<file path="src/rtl/mlsu_resp_merger.sv">
// mlsu_resp_merger
// Merges MLSU load and store completion pulses into one ordered response
// stream for the sequencer. Neither pulse source can be stalled, so
// responses are buffered in a small circular FIFO. Pulses that find no room
// are dropped and latched into a sticky overflow flag. The issue path is
// throttled early through req_stall_o.

module mlsu_resp_merger #(
  parameter int IdWidth = 5,
  parameter int Depth   = 8
) (
  input  logic                       clk_i,
  input  logic                       rst_i,
  input  logic                       ld_resp_valid_i,
  input  logic [IdWidth-1:0]         ld_resp_id_i,
  input  logic                       st_resp_valid_i,
  input  logic [IdWidth-1:0]         st_resp_id_i,
  output logic                       resp_valid_o,
  input  logic                       resp_ready_i,
  output logic [IdWidth-1:0]         resp_id_o,
  output logic                       resp_is_load_o,
  output logic                       req_stall_o,
  output logic [$clog2(Depth+1)-1:0] count_o,
  output logic                       overflow_o
);

  localparam int PtrW = $clog2(Depth);
  localparam int CntW = $clog2(Depth + 1);
  localparam logic [CntW-1:0] DepthCnt = CntW'(Depth);

  logic [IdWidth-1:0] id_mem_q [Depth];
  logic [IdWidth-1:0] id_mem_d [Depth];
  logic               ld_mem_q [Depth];
  logic               ld_mem_d [Depth];
  logic [PtrW-1:0]    wr_ptr_q, wr_ptr_d;
  logic [PtrW-1:0]    rd_ptr_q, rd_ptr_d;
  logic [CntW-1:0]    count_q, count_d;
  logic               overflow_q, overflow_d;

  logic [CntW-1:0]    free_slots;
  logic               ld_accept;
  logic               st_accept;
  logic               deq;
  logic [1:0]         enq_num;
  logic [PtrW-1:0]    st_ptr;

  // Admission, storage writes and pointer/counter updates. Free room is taken
  // from the registered count so a same-cycle dequeue never makes room, and
  // the load entry always lands first so it is the older of a pair.
  always_comb begin
    free_slots = DepthCnt - count_q;
    ld_accept  = ld_resp_valid_i && (free_slots != '0);
    st_accept  = st_resp_valid_i &&
                 (ld_resp_valid_i ? (free_slots >= CntW'(2)) : (free_slots != '0));
    deq        = (count_q != '0) && resp_ready_i;
    enq_num    = {1'b0, ld_accept} + {1'b0, st_accept};
    st_ptr     = wr_ptr_q + PtrW'(ld_accept);

    id_mem_d = id_mem_q;
    ld_mem_d = ld_mem_q;
    if (ld_accept) begin
      id_mem_d[wr_ptr_q] = ld_resp_id_i;
      ld_mem_d[wr_ptr_q] = 1'b1;
    end
    if (st_accept) begin
      id_mem_d[st_ptr] = st_resp_id_i;
      ld_mem_d[st_ptr] = 1'b0;
    end

    wr_ptr_d   = wr_ptr_q + PtrW'(enq_num);
    rd_ptr_d   = rd_ptr_q + PtrW'(deq);
    count_d    = count_q + CntW'(enq_num) - CntW'(deq);
    overflow_d = overflow_q
               | (ld_resp_valid_i & ~ld_accept)
               | (st_resp_valid_i & ~st_accept);
  end

  // State registers; reset wipes all entries and the sticky overflow flag.
  always_ff @(posedge clk_i or posedge rst_i) begin
    if (rst_i) begin
      wr_ptr_q   <= '0;
      rd_ptr_q   <= '0;
      count_q    <= '0;
      overflow_q <= 1'b0;
      for (int i = 0; i < Depth; i++) begin
        id_mem_q[i] <= '0;
        ld_mem_q[i] <= 1'b0;
      end
    end else begin
      wr_ptr_q   <= wr_ptr_d;
      rd_ptr_q   <= rd_ptr_d;
      count_q    <= count_d;
      overflow_q <= overflow_d;
      id_mem_q   <= id_mem_d;
      ld_mem_q   <= ld_mem_d;
    end
  end

  // Outputs come straight from registered state; the stall threshold keeps
  // two slots in hand so a simultaneous load/store pair always fits.
  always_comb begin
    resp_valid_o   = (count_q != '0);
    resp_id_o      = id_mem_q[rd_ptr_q];
    resp_is_load_o = ld_mem_q[rd_ptr_q];
    req_stall_o    = (free_slots < CntW'(2));
    count_o        = count_q;
    overflow_o     = overflow_q;
  end

endmodule

</file>
<file path="config.mk">
export PLATFORM = sky130hd
export DESIGN_NAME = mlsu_resp_merger
export DESIGN_NICKNAME = d
export VERILOG_FILES = /design/src/rtl/mlsu_resp_merger.sv
export SDC_FILE = /design/constraint.sdc
export NUM_CORES = 1
export LEC_CHECK = 0
export BUFFER_PORTS_ARGS = -buffer_cell sky130_fd_sc_hd__buf_2
export CORE_UTILIZATION = 50
export DETAILED_ROUTE_END_ITERATION = 12
export PLACE_DENSITY_LB_ADDON = 0.3
export SYNTH_ARGS = -nofsm -noshare
export SYNTH_HDL_FRONTEND = slang
export SYNTH_SLANG_ARGS = --single-unit
</file>
<file path="constraint.sdc">
create_clock -name clk_i -period 6.94 [get_ports clk_i]
set_input_delay 0.347 -clock clk_i [delete_from_list [all_inputs] [get_ports clk_i]]
set_output_delay 0.347 -clock clk_i [all_outputs]
set_load 0.03 [all_outputs]
</file>
Word-level counts from Yosys, hierarchy flattened
Index checks and enable logic that the tools add are counted.
Cells by class
  reduce and logical (&&, ||, !) cells: 7
  bitwise gates (word level): 12
  order comparisons: 7
  add/sub/neg operators: 7
  multiplexer cells: 21
Operators by type and width (count)
  bitwise mux 40 bit: 2
  two-way mux 40 bit: 2
  demux 5 bit (select 3 bit): 2
  two-way mux 5 bit: 4
  two-way mux 8 bit: 2
  binary-select mux 5 bit (select 3 bit): 1
  greater-or-equal comparator 4 bit, second input constant: 3
  NOT 3 -> 4 bit: 3
  AND 8 bit: 1
  less-than comparator 4 x 1 -> 1 bit, second input constant: 2
  NOT 8 bit: 1
  OR 8 bit: 1
  nonzero test 4 bit: 2
  adder 3 x 1 -> 3 bit: 2
  demux 1 bit (select 3 bit): 2
  logical AND 1 bit: 5
  two-way mux 1 bit: 5
  adder 4 x 2 -> 4 bit: 1
  greater-or-equal comparator 4 x 2 -> 1 bit, second input constant: 1
  less-than comparator 4 x 2 -> 1 bit, second input constant: 1
  subtractor 4 x 1 -> 4 bit: 1
  subtractor 4 bit, first input constant: 1
  adder 3 x 2 -> 3 bit: 1
  binary-select mux 1 bit (select 3 bit): 1
  4 further kinds: 7
Word-level totals
  word-level logic and storage cells: 74
  bits in registers: 59
  output and inout port bits: 13
  bits of input ports: 15

Longest topological paths before layout
Gate-level depths: netlist of run 1.
  word-level depth: 12
  mapped depth: 15
  depth with buffers taken out: 14

Least setup slack after synthesis of run 1
OpenSTA, ideal clock, no wires.
  path type: register -> register
  start point: reg count_q[0], in the netlist count_o[0]
  end point: reg id_mem_q[15] (netlist bit)
  setup time: 128 ps
  buffers on the path: 1
  data required time: 6812 ps
  slack: 3472 ps
  cell stages (with the launch flop): 13
  arrival: 3340 ps
  clock period less this slack: 3468 ps
  path through: dfrtp_1 > inv_1 > ha_1 > and2b_1 > buf_4 > nand3_2 > and2_1 > ha_1 > ha_1 > or3b_2 > a211oi_1 > a21oi_2 > mux2_1
RTL lines
  start: declaration: line 37  | logic [CntW-1:0] count_q, count_d;
  start signal: assignment: line 92  | count_q <= count_d;
  end signal: assignment: line 94  | id_mem_q <= id_mem_d;
  end: declaration: line 31  | logic [IdWidth-1:0] id_mem_q [Depth];

==> key figures, run 1 <==
Clock network
  – CTS tree: yes
  – Gates resized, CTS repair: 0
  – Post-CTS setup repair buffer count: 0
  – CTS Buffer Depth: 2
  – CTS Sinks: 59
  – Clock-pin slew on the worst setup and hold paths: ~0.080 ns
  – Clk root buf: clkbuf_8
  – Clk_lat worst skew: ~0.35 ns
  – CTS Buf Count: 9
  – Hold_buf cts: 0
  – H-tree depth: 3

Final layout
  – Most frequent cells in the layout: 59 x dfrtp_1, 48 x mux2_1, 29 x mux2_2
  – Most common cell after layout, fill and taps aside: dfrtp_1
  – Post-route cell area: between 4000 and 5000 sq um
  – Synth-to-layout area growth: 11.2%
  – Final #Nets: 349
  – Sequential cell area: about 1500 sq um
  – Multi-input logic area: about 2100 sq um
  – Layout cells sized above 1: 0.334
  – Number of diodes: 0
  – FILL cells: around 630

Die
  – Cell Rows: 31
  – DIE AREA: around 7900 sq um
  – # IOs: 28
  – Die Wd: slightly below 90 microns
  – Core footprint: approximately 7300 sq um
  – Die height: 88.8 microns
  – Initial Util: 0.519

Timing
  – Least-Margin Pin Slew: roughly 1.3 ns
  – Rel. slew slack: 0.160
  – Tmin final: between 4 and 5 ns
  – Final Cycle Share: 0.598
  – Max Freq: between 200 and 250 MHz
  – Setup TNS: 0 ns
  – Final setup violating endpoints: 0
  – Unrepaired setup endpoints after global routing: false
  – Slew Limit Fails: 0
  – Hold Fails Final Rpt: 0
  – Clock Skew: approximately 0.014 ns

Logic synthesis
  – Yosys Warn Count: 0
  – #FFs+latches synth: 59
  – Syn Std Cell Area: between 3000 and 4000 sq um
  – Sequential cell area fraction in the yosys report: 0.392
  – Cell count after synthesis: 290
  – Synth cell types: 47
  – Syn_nets: around 320
  – Mapped Avg Cell Area: around 13 sq um

Global routing
  – Overflow after GRT: 0
  – Largest net degree at the start of global routing: 60
  – Global-route wire length before repair: roughly 14 mm
  – Vias in the first global route: approximately 2400
  – GRT Util Overall: 0.244
  – Antenna violations before repair: 0

Worst setup path
  – Worst EP arrival: between 4 and 5 ns
  – Kind of critical path: reg -> reg
  – WP data required: between 7 and 8 ns
  – Crit Path Max Fanout: 12
  – CP endpoint kind: flop
  – Crit start category: flop

Place
  – GPL Wtd Cong: 0.909
  – Dpl cell area: between 3000 and 4000 sq um
  – Buffers on Ports: 27
  – Post-DP HPWL: roughly 5.6 mm

Power and ir drop
  – Leak Pwr: approximately 1.7 nW
  – Maximum vdd drop: roughly 310 uV
  – Power Density: 538 nW/um^2

Job
  – Maxcap violations: 0

Routing
  – Detail Route Antenna Nets: 0
  – Vias: about 2500
  – Number of vias per cell: 5.91
  – DRC violations left: 0
  – WL/cell: approximately 20 microns
  – Starting DRT DRC Count: roughly 150
  – Drt first pass iters: 4
  – WL final: 8.39 mm

Hold path
  – Worst min path class: in -> async

Outcome
  – Run status: finished, final reports clean
-- worst max-delay path, cell delays in order (launching register included) --
cell	delay (ns)
dfrtp_1	0.43
inv_1	0.10
ha_1	0.20
and2b_1	0.61
nand3_2	0.42
and2_1	0.32
ha_1	0.19
ha_1	0.21
xor2_1	0.44
a211oi_1	0.13
a21oi_2	0.58
mux2_2	0.40
-- final timing paths --
path	from	end	slack, ns	depth (start not counted)
setup / recovery	count_o[0]	id_mem_q[23]	2.79	11
hold / removal	rst_i	id_mem_q[36]	0.21	3
setup reg to reg	count_o[0]	id_mem_q[23]	2.79	11
hold reg to reg	ld_mem_q[0]	ld_mem_q[0]	0.50	1
max in group asynchronous	rst_i	overflow_o	6.24	3
min in group clk_i	st_resp_id_i[2]	id_mem_q[32]	0.31	2
-- flip-flops by register name, summed over array words and instances, names as in the netlist --
name,cells
overflow_o,1
wr_ptr_q,3
count_o,4
id_mem_q,40
ld_mem_q,8
rd_ptr_q,3
-- routing by layer --
layer  wire length (microns)  track usage  up-vias
met4                     144       0.0909        0
li1                        -            -     1159
met2                    3970        0.371       46
met5                       0            0        -
met3                     287       0.0485       13
met1                    4000        0.346     1275
-- logic make-up (layout without fill, tap and decap cells) --
group / Yosys count / after routing / synth area share
compound gates: 51 / 51 / 0.135
xor+xnor: 6 / 6 / 0.0140
fa+ha+maj: 16 / 16 / 0.0572
buf+inv: 33 / 66 / 0.0382
flops: 59 / 59 / 0.392
mux: 89 / 89 / 0.302
simple gates: 36 / 36 / 0.0612
-- per-stage QoR --
step | util | total power, mW | hold slack (ns) | cells | worst slack [ns]
global route | 0.577 | 2.41 | 0.279 | 422 | 2.48
floorplan | - | 1.65 | 0.459 | 290 | 3.47
CTS | 0.577 | 2.26 | 0.234 | 422 | 2.80
global placement | 0.547 | 1.87 | 0.455 | 406 | 2.97
detailed placement | 0.547 | 1.91 | 0.479 | 406 | 2.84
finish | 0.577 | 2.25 | 0.205 | 422 | 2.79
-- Yosys cell counts (all sizes together) --
master,n,share of area
nand4,1,0.0017
mux4,12,0.072
a21o,1,0.0020
inv,22,0.022
a211oi,8,0.016
and3,1,0.0017
xnor2,2,0.0047
clkbuf,4,0.0040
or3b,2,0.0047
nand3b,4,0.0080
a31o,1,0.0023
o2bb2ai,2,0.0047
o21a,8,0.016
nor3,8,0.011
o32ai,2,0.0047
and4b,1,0.0027
o21ai,3,0.0050
a31oi,1,0.0017
ha,14,0.047
nand3,3,0.0053
nand4b,1,0.0023
or3,1,0.0030
and2,2,0.0033
o22ai,4,0.0066
xor2,4,0.0093
dfrtp,59,0.39
mux2,77,0.23
nor3b,2,0.0053
a311oi,8,0.050
o21bai,1,0.0020
a21oi,11,0.023
and2b,1,0.0020
nor2,2,0.0020
nor4bb,1,0.0027
nand2,6,0.0060
buf,7,0.012
a21boi,1,0.0020
fa,2,0.011
-- layout make-up --
type                            count  share of cell area
Clock buffer                       10              0.0305
Clock inverter                      6              0.0215
Inverter                           22              0.0197
Multi-Input combinational cell    198               0.512
Sequential cell                    59               0.353
Tap cell                           99              0.0296
Timing Repair Buffer               28              0.0341
-- power by group --
part | leakage [nW] | internal (mW) | total (mW) | switching (mW)
Clock | 0.106 | 0.203 | 0.351 | 0.149
Combinational | 0.925 | 0.569 | 1.19 | 0.623
Sequential | 0.697 | 0.528 | 0.710 | 0.182
Total | 1.73 | 1.30 | 2.25 | 0.953
No activity file was read; power rests on OpenSTA's default activity.
==> inputs of run 2 (changes only) <==
--- a/config.mk
+++ b/config.mk
@@ -5,6 +5,7 @@
 export SDC_FILE = /design/constraint.sdc
 export NUM_CORES = 1
 export LEC_CHECK = 0
+export ABC_AREA = 1
 export BUFFER_PORTS_ARGS = -buffer_cell sky130_fd_sc_hd__buf_2
 export CORE_UTILIZATION = 50
 export DETAILED_ROUTE_END_ITERATION = 12
==> constraint.sdc (replaced) <==
create_clock -name clk_i -period 4.1 [get_ports clk_i]
set_input_delay 0.205 -clock clk_i [delete_from_list [all_inputs] [get_ports clk_i]]
set_output_delay 0.205 -clock clk_i [all_outputs]
set_load 0.03 [all_outputs]
==> key figures, run 2 <==
Clock network
  – CTS Buffer Depth: 2 (unchanged)
  – H-tree depth: 3 (unchanged)
  – Post-CTS setup repair buffer count: 0 (unchanged)
  – CTS Sinks: 59 (unchanged)
  – Clock-pin slew on the worst setup and hold paths: 0.07 ns (was 0.08 ns)
  – Gates resized, CTS repair: 0 (unchanged)
  – CTS tree: yes (unchanged)
  – Clk_lat worst skew: 0.34 ns (was 0.35 ns)
  – Hold_buf cts: 0 (unchanged)
  – CTS Buf Count: 9 (unchanged)
  – Clk root buf: clkbuf_8 (unchanged)

Logic synthesis
  – Syn_nets: 576 (was 321)
  – Syn Std Cell Area: 3910 sq um (was 3760 sq um)
  – Yosys Warn Count: 0 (unchanged)
  – Synth top area cells: dfrtp_1 38%, nand2_1 18%, nand4_1 6.6% (was dfrtp_1 39%, mux2_1 14%, mux2_2 8.7%)
  – Yosys top cell area share: 0.377 (was 0.392)
  – Sequential cell area fraction in the yosys report: 0.377 (was 0.392)
  – Synth Flop Type: dfrtp_1 (unchanged)
  – Mapped Avg Cell Area: 7.18 sq um (was 13.0 sq um)
  – Async SR Flop Fraction: 1.00 (unchanged)
  – #FFs+latches synth: 59 (unchanged)
  – Cell count after synthesis: 545 (was 290)
  – Synth cell types: 26 (was 47)
  – EDFF count, synth: 0 (unchanged)
  – Top-count cell post-synth: nand2_1 (was dfrtp_1)
  – Commonest cells in the netlist: 191 x nand2_1, 59 x dfrtp_1, 58 x nor2_1, 43 x o21ai_0, 41 x nand4_1 (was 59 x dfrtp_1, 48 x mux2_1, 29 x mux2_2, 22 x inv_1, 14 x ha_1)
  – Most area-hungry cell type in the Yosys netlist: dfrtp_1 (unchanged)

Global routing
  – Overflow after GRT: 0 (unchanged)
  – Global-route wire length before repair: 17.4 mm (was 13.6 mm)
  – Antenna violations before repair: 0 (unchanged)
  – GRT Util Overall: 0.273 (was 0.244)
  – Vias in the first global route: 3391 (was 2428)
  – Largest net degree at the start of global routing: 60 (unchanged)

Routing
  – WL final: 10.7 mm (was 8.39 mm)
  – Detail Route Antenna Nets: 0 (unchanged)
  – Number of vias per cell: 5.73 (was 5.91)
  – Drt first pass iters: 5 (was 4)
  – WL/cell: 16.3 microns (was 19.9 microns)
  – DRC violations left: 0 (unchanged)
  – Starting DRT DRC Count: 305 (was 154)
  – Vias: 3748 (was 2493)

Worst setup path
  – Crit path cell chain: inv_1 -> ha_1 -> inv_1 -> nor2_1 -> nand2_2 -> nand2_2 -> inv_1 -> ha_1 -> ha_1 -> nor2_1 -> nand3_2 -> nand2_1 -> nand2_1 (was inv_1 -> ha_1 -> and2b_1 -> nand3_2 -> and2_1 -> ha_1 -> ha_1 -> xor2_1 -> a211oi_1 -> a21oi_2 -> mux2_2)
  – Crit Path Max Fanout: 12 (unchanged)
  – Worst path top cell family by delay: simple AND/OR/NAND/NOR gates (unchanged)
  – WP data required: 4.33 ns (was 7.17 ns)
  – Buf+Inv Stages, Crit Path: 3 (was 1)
  – CP endpoint kind: flop (unchanged)
  – Worst EP arrival: 3.18 ns (was 4.38 ns)
  – Kind of critical path: reg -> reg (unchanged)
  – CP max stage delay: 0.74 ns (was 0.61 ns)
  – Slowest CP cell: nor2_1 (was and2b_1)
  – Crit start category: flop (unchanged)

Final layout
  – Layout Utilization: 0.570 (was 0.577)
  – Most common cell after layout, fill and taps aside: nand2_1 (was dfrtp_1)
  – Layout cells sized above 1: 0.132 (was 0.334)
  – Number of diodes: 0 (unchanged)
  – FILL cells: 697 (was 632)
  – Synth-to-layout area growth: 7.99% (was 11.2%)
  – Most frequent cells in the layout: 191 x nand2_1, 59 x dfrtp_1, 58 x nor2_1 (was 59 x dfrtp_1, 48 x mux2_1, 29 x mux2_2)
  – Largest register FFs: 40 (unchanged)
  – Reg with most FFs: id_mem_q (unchanged)
  – Final #Nets: 581 (was 349)

Place
  – Buffers on Ports: 27 (unchanged)
  – Setup slack at placement: 1.24 ns (was 2.84 ns)
  – Post-DP HPWL: 7.11 mm (was 5.56 mm)
  – GPL Wtd Cong: 0.909 (about the same)

Die
  – Cell Rows: 31 (unchanged)
  – Initial Util: 0.528 (was 0.519)
  – DIE AREA: 8180 sq um (was 7880 sq um)
  – Die Wd: 90.5 microns (was 88.8 microns)
  – Die height: 90.5 microns (was 88.8 microns)
  – Core footprint: 7410 sq um (was 7250 sq um)
  – # IOs: 28 (unchanged)

Outcome
  – Run status: finished, final reports clean (unchanged)

Timing
  – Clock Skew: 0.00642 ns (was 0.0135 ns)
  – Tmin final: 2.95 ns (was 4.15 ns)
  – Max Freq: 339 MHz (was 241 MHz)
  – Rel. slew slack: 0.378 (was 0.160)
  – Final WS setup: 1.15 ns (was 2.79 ns)
  – Hold Fails Final Rpt: 0 (unchanged)
  – Unrepaired setup endpoints after global routing: false (unchanged)
  – Setup TNS: 0 ns (unchanged)
  – Slew Limit Fails: 0 (unchanged)
  – Least-Margin Pin Slew: 0.930 ns (was 1.26 ns)
  – Final Cycle Share: 0.720 (was 0.598)
  – Final setup violating endpoints: 0 (unchanged)

Power and ir drop
  – Power Density: 905 nW/um^2 (was 538 nW/um^2)
  – Leak Pwr: 2.20 nW (was 1.73 nW)
  – Maximum vdd drop: 617 uV (was 315 uV)

Hold path
  – Worst min path class: in -> async (unchanged)

Job
  – Maxcap violations: 0 (unchanged)
[run 2: changes by cell type after synthesis, moves of 29 or more]
cell | before | now
o21ai_0 | 1 | 43
nor2_1 | 2 | 58
mux2_2 | 29 | 0
nand2_1 | 6 | 191
mux2_1 | 48 | 0
nand4_1 | 1 | 41
[run 2: final timing paths]
path	start	endpoint	slack, ns	cells after the start
setup reg to reg	count_o[0]	id_mem_q[15]	1.15	13
hold / removal	rst_i	id_mem_q[18]	0.08	3
max in group asynchronous	rst_i	id_mem_q[27]	3.51	3
hold reg to reg	overflow_o	overflow_o	0.49	2
setup / recovery	count_o[0]	id_mem_q[15]	1.15	13
min in group clk_i	st_resp_valid_i	overflow_o	0.11	3
[run 2: layout make-up]
| cell class | count | area [sq um] | area share |
|---|---|---|---|
| Multi-Input combinational cell | 414 | 2120 | 0.501 |
| Tap cell | 99 | 124 | 0.0293 |
| Sequential cell | 59 | 1480 | 0.349 |
| Clock buffer | 15 | 176 | 0.0418 |
| Timing Repair Buffer | 32 | 173 | 0.0409 |
| Clock inverter | 1 | 30.0 | 0.00711 |
| Inverter | 34 | 128 | 0.0302 |
[run 2: routing by layer]
layer	part of all wire	vias to the layer above	GRT usage
li1	-	1792	-
met1	0.45	1767	0.396
met2	0.44	166	0.402
met3	0.083	23	0.0547
met4	0.022	0	0.0968
met5	0	-	0
[run 2: power by group]
part / internal [mW] / switching, mW
registers: 0.871 / 0.244
logic: 0.674 / 1.46
clock network: 0.332 / 0.241
total: 1.88 / 1.95
[run 2: kinds of logic after synthesis]
group,Yosys count,synth area share
simple gates,327,0.380
buf+inv,72,0.0812
fa+ha+maj,16,0.0550
compound gates,67,0.0972
xor+xnor,4,0.00896
flops,59,0.377
[run 2: worst register-to-register path, stage by stage (launching register included)]
cell     delay (ns)
dfrtp_1        0.43
inv_1          0.10
ha_1           0.18
inv_1          0.07
nor2_1         0.16
nand2_2        0.08
nand2_2        0.06
inv_1          0.06
ha_1           0.17
ha_1           0.33
nor2_1         0.74
nand3_2        0.27
nand2_1        0.13
nand2_1        0.06
[run 2: stage by stage]
stage          cells  total power [mW]  hold WS (ns)  area, sq um
2_1_floorplan    545              2.75         0.340         3910
3_3_place_gp     638              3.17         0.471         4020
3_5_place_dp     638              3.23         0.466         4020
4_1_cts          654              3.80         0.108         4230
5_1_grt          654              4.14         0.136         4230
6_report         654              3.83        0.0775         4230
